**src/rtl/fpu_add_pipe_ctrl_if.sv**
```systemverilog
// Issue/result handshake bundle for the FP add/sub pipeline controller.
// The master drives operations in and takes results out. The slave is the controller.
interface fpu_add_pipe_ctrl_if #(
    parameter int TAG_W = 4
);
    logic             in_valid;
    logic             in_ready;
    logic [TAG_W-1:0] in_tag;
    logic             out_valid;
    logic             out_ready;
    logic [TAG_W-1:0] out_tag;

    modport master (
        output in_valid, in_tag, out_ready,
        input  in_ready, out_valid, out_tag
    );

    modport slave (
        input  in_valid, in_tag, out_ready,
        output in_ready, out_valid, out_tag
    );
endinterface

```
**src/rtl/fpu_add_pipe_ctrl.sv**
```systemverilog
// Valid/ready sequencer for the FP add/sub datapath. It collapses bubbles and applies back-pressure.
// Optional sticky {ovf,unf} exception flags are enabled by defining FPU_EXC_STICKY_EN.
module fpu_add_pipe_ctrl #(
    parameter int STAGES = 4,
    parameter int TAG_W  = 4
) (
    input  logic                         clk,
    input  logic                         rst,
    fpu_add_pipe_ctrl_if.slave           bus,
    input  logic                         flush,
    output logic [STAGES-1:0]            stage_en,
    input  logic                         ovf_in,
    input  logic                         unf_in,
    input  logic                         exc_clr,
    output logic [1:0]                   exc_sticky,
    output logic                         busy,
    output logic [$clog2(STAGES+1)-1:0]  inflight
);
    localparam int CNT_W = $clog2(STAGES + 1);

    logic [STAGES-1:0] v_q;
    logic [TAG_W-1:0]  tag_q [STAGES];
    logic [STAGES-1:0] rdy;
    logic [CNT_W-1:0]  cnt;

    // An empty stage always accepts, so a bubble is absorbed even while the output is stalled.
    always_comb begin
        rdy = '0;
        rdy[STAGES-1] = !v_q[STAGES-1] | bus.out_ready;
        for (int i = STAGES - 2; i >= 0; i--) begin
            rdy[i] = !v_q[i] | rdy[i+1];
        end
    end

    assign bus.in_ready  = rdy[0] & !flush;
    assign stage_en      = rdy;
    assign bus.out_valid = v_q[STAGES-1];
    assign bus.out_tag   = tag_q[STAGES-1];

    // A flush drops every valid bit but leaves the tags untouched.
    always_ff @(posedge clk or posedge rst) begin
        if (rst) begin
            v_q <= '0;
            for (int i = 0; i < STAGES; i++) begin
                tag_q[i] <= '0;
            end
        end else if (flush) begin
            v_q <= '0;
        end else begin
            if (rdy[0]) begin
                v_q[0]   <= bus.in_valid & bus.in_ready;
                tag_q[0] <= bus.in_tag;
            end
            for (int i = 1; i < STAGES; i++) begin
                if (rdy[i]) begin
                    v_q[i]   <= v_q[i-1];
                    tag_q[i] <= tag_q[i-1];
                end
            end
        end
    end

    always_comb begin
        cnt = '0;
        for (int i = 0; i < STAGES; i++) begin
            cnt = cnt + CNT_W'(v_q[i]);
        end
    end

    assign inflight = cnt;
    assign busy     = |v_q;

`ifdef FPU_EXC_STICKY_EN
    logic [1:0] sticky_q;
    logic       fire;

    assign fire = v_q[STAGES-1] & bus.out_ready;

    // If a set and a clear happen together, the set wins. This keeps the new event visible.
    always_ff @(posedge clk or posedge rst) begin
        if (rst) begin
            sticky_q <= 2'b00;
        end else begin
            sticky_q[1] <= (sticky_q[1] & !exc_clr) | (fire & ovf_in);
            sticky_q[0] <= (sticky_q[0] & !exc_clr) | (fire & unf_in);
        end
    end

    assign exc_sticky = sticky_q;
`else
    logic unused_exc;
    assign unused_exc = ^{ovf_in, unf_in, exc_clr};
    assign exc_sticky = 2'b00;
`endif
endmodule

```
**src/flat_wrapper.sv**
```systemverilog
// flat-port wrapper written by rule: the top's interface ports become plain ports
module fpu_add_pipe_ctrl_flat 
#(
    parameter int STAGES = 4,
    parameter int TAG_W  = 4
)
  (clk, rst, flush, stage_en, ovf_in, unf_in, exc_clr, exc_sticky, busy, inflight, bus_in_valid, bus_in_tag, bus_out_ready, bus_in_ready, bus_out_valid, bus_out_tag);
  fpu_add_pipe_ctrl_if #(.TAG_W(TAG_W)) bus_i ();
  input  logic clk;
  input  logic rst;
  input  logic flush;
  output logic [STAGES-1:0] stage_en;
  input  logic ovf_in;
  input  logic unf_in;
  input  logic exc_clr;
  output logic [1:0] exc_sticky;
  output logic busy;
  output logic [$clog2(STAGES+1)-1:0] inflight;
  input wire logic [$bits(bus_i.in_valid)-1:0] bus_in_valid;
  input wire logic [$bits(bus_i.in_tag)-1:0] bus_in_tag;
  input wire logic [$bits(bus_i.out_ready)-1:0] bus_out_ready;
  output wire logic [$bits(bus_i.in_ready)-1:0] bus_in_ready;
  output wire logic [$bits(bus_i.out_valid)-1:0] bus_out_valid;
  output wire logic [$bits(bus_i.out_tag)-1:0] bus_out_tag;
  assign bus_i.in_valid = bus_in_valid;
  assign bus_i.in_tag = bus_in_tag;
  assign bus_i.out_ready = bus_out_ready;
  assign bus_in_ready = bus_i.in_ready;
  assign bus_out_valid = bus_i.out_valid;
  assign bus_out_tag = bus_i.out_tag;
  fpu_add_pipe_ctrl #(.STAGES(STAGES), .TAG_W(TAG_W)) u_core (.clk(clk), .rst(rst), .bus(bus_i), .flush(flush), .stage_en(stage_en), .ovf_in(ovf_in), .unf_in(unf_in), .exc_clr(exc_clr), .exc_sticky(exc_sticky), .busy(busy), .inflight(inflight));
endmodule
```
**config.mk**
```make
export PLATFORM = sky130hd
export DESIGN_NAME = fpu_add_pipe_ctrl_flat
export DESIGN_NICKNAME = d
export VERILOG_FILES = /design/src/rtl/fpu_add_pipe_ctrl_if.sv /design/src/rtl/fpu_add_pipe_ctrl.sv /design/src/flat_wrapper.sv
export SDC_FILE = /design/constraint.sdc
export NUM_CORES = 1
export LEC_CHECK = 0
export ABC_CLOCK_PERIOD_IN_PS = 1700
export CORE_MARGIN = 2
export CORE_UTILIZATION = 40
export DETAILED_ROUTE_END_ITERATION = 12
export PLACE_DENSITY = 0.73
export SYNTH_ARGS = -nofsm -noshare
export SYNTH_HDL_FRONTEND = slang
export SYNTH_SLANG_ARGS = --single-unit
```
**constraint.sdc**
```tcl
create_clock -name clk -period 1.7 [get_ports clk]
set_input_delay 0.34 -clock clk [delete_from_list [all_inputs] [get_ports clk]]
set_output_delay 0.34 -clock clk [all_outputs]
set_load 0.02 [all_outputs]
```
==> impl_metrics.json <==
{
  "violations": "setup timing",
  "rows": 17,
  "clk_latency_ns": 0.29,
  "place.detailed.hpwl_um": 1250,
  "rsz0062_at_grt": "true",
  "post-place-ws_ns": -0.555,
  "ys_warn_count": 0,
  "syn-mean-instance-area_um2": 13.1,
  "firstDrtPassIters": 4,
  "clock_sinks": 20,
  "synth_top_area_share_pct": 55.6,
  "p_sw_share_pct": 23.1,
  "port_buffers": 22,
  "async_flop_share_pct": 100,
  "groute.usage.overall_pct": 13.4,
  "utilization_pct": 60.7,
  "nets": 122,
  "peakVddDrop_v": 0.000650,
  "numCtsBuffers": 3,
  "synth_commonest_cells": "dfrtp_1, mux2_2, buf_4, nor2_1, inv_1",
  "ys_ff_latch": 20,
  "finalHoldViolCount": 0,
  "yosysMostFrequentCell": "dfrtp_1",
  "hold_class": "in -> async",
  "pwr-share-clk_pct": 30.7,
  "cts_buffer_depth": 2,
  "p_seq_share_pct": 47.8,
  "critPathMaxStageDelay_ns": 0.40,
  "fin_crit_ns": 2.04,
  "postSynthCellCount": 69,
  "p_switching_mw": 0.281,
  "synth.distinct_cells": 14,
  "power_density_mw_per_mm2": 923,
  "critPathMostFrequentCell": "ha_4",
  "drv_cap": 0,
  "drive_above_1_share_pct": 53.3,
  "crit_chain": "inv_2 > ha_4 > fa_2 > ha_4 > buf_6",
  "fmax_mhz": 489,
  "power_frac_comb_pct": 21.5,
  "crit_type": "reg -> out",
  "cts_root_buf": "clkbuf_4",
  "routed_wl_um": 1490,
  "yosys-top-cells-area": "dfrtp_1, mux2_2, buf_4",
  "cp_max_fo": 2,
  "holdWs_ns": 0.357,
  "total_power_mw": 1.22,
  "cp-start-kind": "flip-flop",
  "cp_slowest_cell": "dfrtp_1",
  "vias": 589,
  "dieHeight_um": 51.5,
  "remaining_drc_errors": 0,
  "intPower_mw": 0.934,
  "finalClockSkew_ns": 0.00152,
  "place.gp.congestion": 0.745,
  "synth_ff_type": "dfrtp_1",
  "grt.overflow.total": 0,
  "initial_core_util_pct": 41.5,
  "drv_slew": 0,
  "via_per_inst": 4.43,
  "dieArea_mm2": 0.00265,
  "htreeDepth": 1,
  "fin_ws_ns": -0.344,
  "p_leak_nw": 0.604,
  "seq_area_frac_synth_pct": 55.6,
  "worstPathRequired_ns": 1.36,
  "yosysTopAreaCell": "dfrtp_1",
  "worstPathArrival_ns": 1.70,
  "ant_nets": 0,
  "fin_crit_sh_pct": 120,
  "syn-cell-area_um2": 901,
  "antenna_found_initial": 0,
  "cts_tree": "done",
  "post_drt_wl_per_cell_um": 11.2,
  "pin_count": 28,
  "grt_pass1_vias": 592,
  "die_w_um": 51.5,
  "status": "finished with violations",
  "grt_first_pass_wirelength_um": 2570,
  "core_mm2": 0.00217,
  "grt_max_degree": 21,
  "antenna-diode-count": 0,
  "final-setup-viol-count": 4,
  "drtIter0Drc": 5,
  "clk_pin_slew_ns": 0.10,
  "area_growth_pct": 46.1,
  "synth_edf_count": 0,
  "end_kind": "primary output"
}
[through the flow]
step           setup TNS [ns]  std cells  instance area (µm²)
2_1_floorplan         -0.0179         70                  932
3_3_place_gp            -5.93        127                 1240
3_5_place_dp            -6.19        127                 1240
4_1_cts                 -1.00        131                 1290
5_1_grt                 -1.29        133                 1320
6_report               -0.883        133                 1320
[layer usage]
metal,up-vias,part of all wire (%),wire length (µm),GRT usage (%)
li1,293,-,-,-
met1,282,41,609,15.5
met2,14,54,806,22.9
met3,0,5.0,75,5.26
met4,0,0,0,3.95
met5,-,0,0,0
[power by group through the flow]
stage                     sequential (mW)  clock, mW  combinational (mW)
after global routing                0.591      0.409               0.279
after CTS                           0.583      0.386               0.264
after global placement              0.587          0               0.256
after detailed placement            0.592          0               0.263
final                               0.581      0.373               0.262
after floorplan                     0.581          0               0.189
[cell type report]
cell class	instances	area, µm²
fill	184	853
sequential	20	500
multi-input combinational	38	368
timing repair buffer	38	342
tap	28	35.0
clock inverter	1	30.0
clock buffer	3	22.5
inverter	5	18.8
[worst max-delay path: cells and delay by family, from the launching register on]
kind       cells  cell delay (ns)
flops          1             0.40
buf+inv        2             0.18
fa+ha+maj      3             0.83
[state kept, by name, indices dropped and copies added, names as in the netlist]
signal and count:
u_core.tag_q 12, u_core.bus.out_tag 4, u_core.v_q 4
[logic make-up (layout without fill, tap and decap cells)]
kind of cell | Yosys count | in the layout | synth area share [%]
adders and majority gates | 4 | 4 | 6.39
DFF | 20 | 20 | 55.6
and+or+nand+nor | 11 | 11 | 5.97
AOI/OAI and AO/OA | 5 | 5 | 4.03
other | 1 | 2 | 0.416
muxes | 16 | 16 | 20.0
buffers and inverters | 12 | 47 | 7.64
[worst paths after layout]
| kind | start | endpoint | slack [ns] | cells past startpoint |
|---|---|---|---|---|
| worst max-delay path | u_core.v_q[1]$_DFFE_PP0P_ | inflight[1] | -0.34 | 5 |
| worst min-delay path | rst | u_core.v_q[3]$_DFFE_PP0P_ | 0.36 | 3 |
| worst max register to register | u_core.v_q[3]$_DFFE_PP0P_ | u_core.tag_q[5]$_DFFE_PP0P_ | 0.07 | 6 |
| worst min register to register | u_core.tag_q[12]$_DFFE_PP0P_ | u_core.tag_q[12]$_DFFE_PP0P_ | 0.51 | 1 |
| max in group asynchronous | rst | u_core.v_q[1]$_DFFE_PP0P_ | 1.15 | 3 |
| min in group clk | u_core.tag_q[12]$_DFFE_PP0P_ | u_core.tag_q[12]$_DFFE_PP0P_ | 0.51 | 1 |
[timing repair]
item / in CTS / in global routing
buffers inserted: 0 / 2
resized for setup: 47 / 8
pin swaps: 4 / 1
hold buffers: 0 / 0
endpoints found under the setup margin: 10 / 9
[cells in the final DEF, fill, tap and decap left out]
master | synthesis | routed
dfrtp_1 | 20 | 20
nand2_1 | 3 | 2
nor2_1 | 6 | 5
nand2_2 | 0 | 1
a21oi_4 | 1 | 1
clkbuf_2 | 0 | 1
and4b_2 | 1 | 1
buf_2 | 1 | 1
conb_1 | 1 | 2
buf_6 | 0 | 8
inv_1 | 5 | 2
clkdlybuf4s50_1 | 0 | 12
buf_4 | 6 | 15
nor2_2 | 0 | 1
ha_4 | 0 | 2
dlygate4sd2_1 | 0 | 1
fa_2 | 0 | 1
mux2_2 | 16 | 16
clkbuf_4 | 0 | 3
inv_2 | 0 | 3
a21oi_1 | 4 | 4
and2b_2 | 1 | 1
bufinv_16 | 0 | 1
ha_1 | 3 | 1
Power figures use the tool's default switching activity.
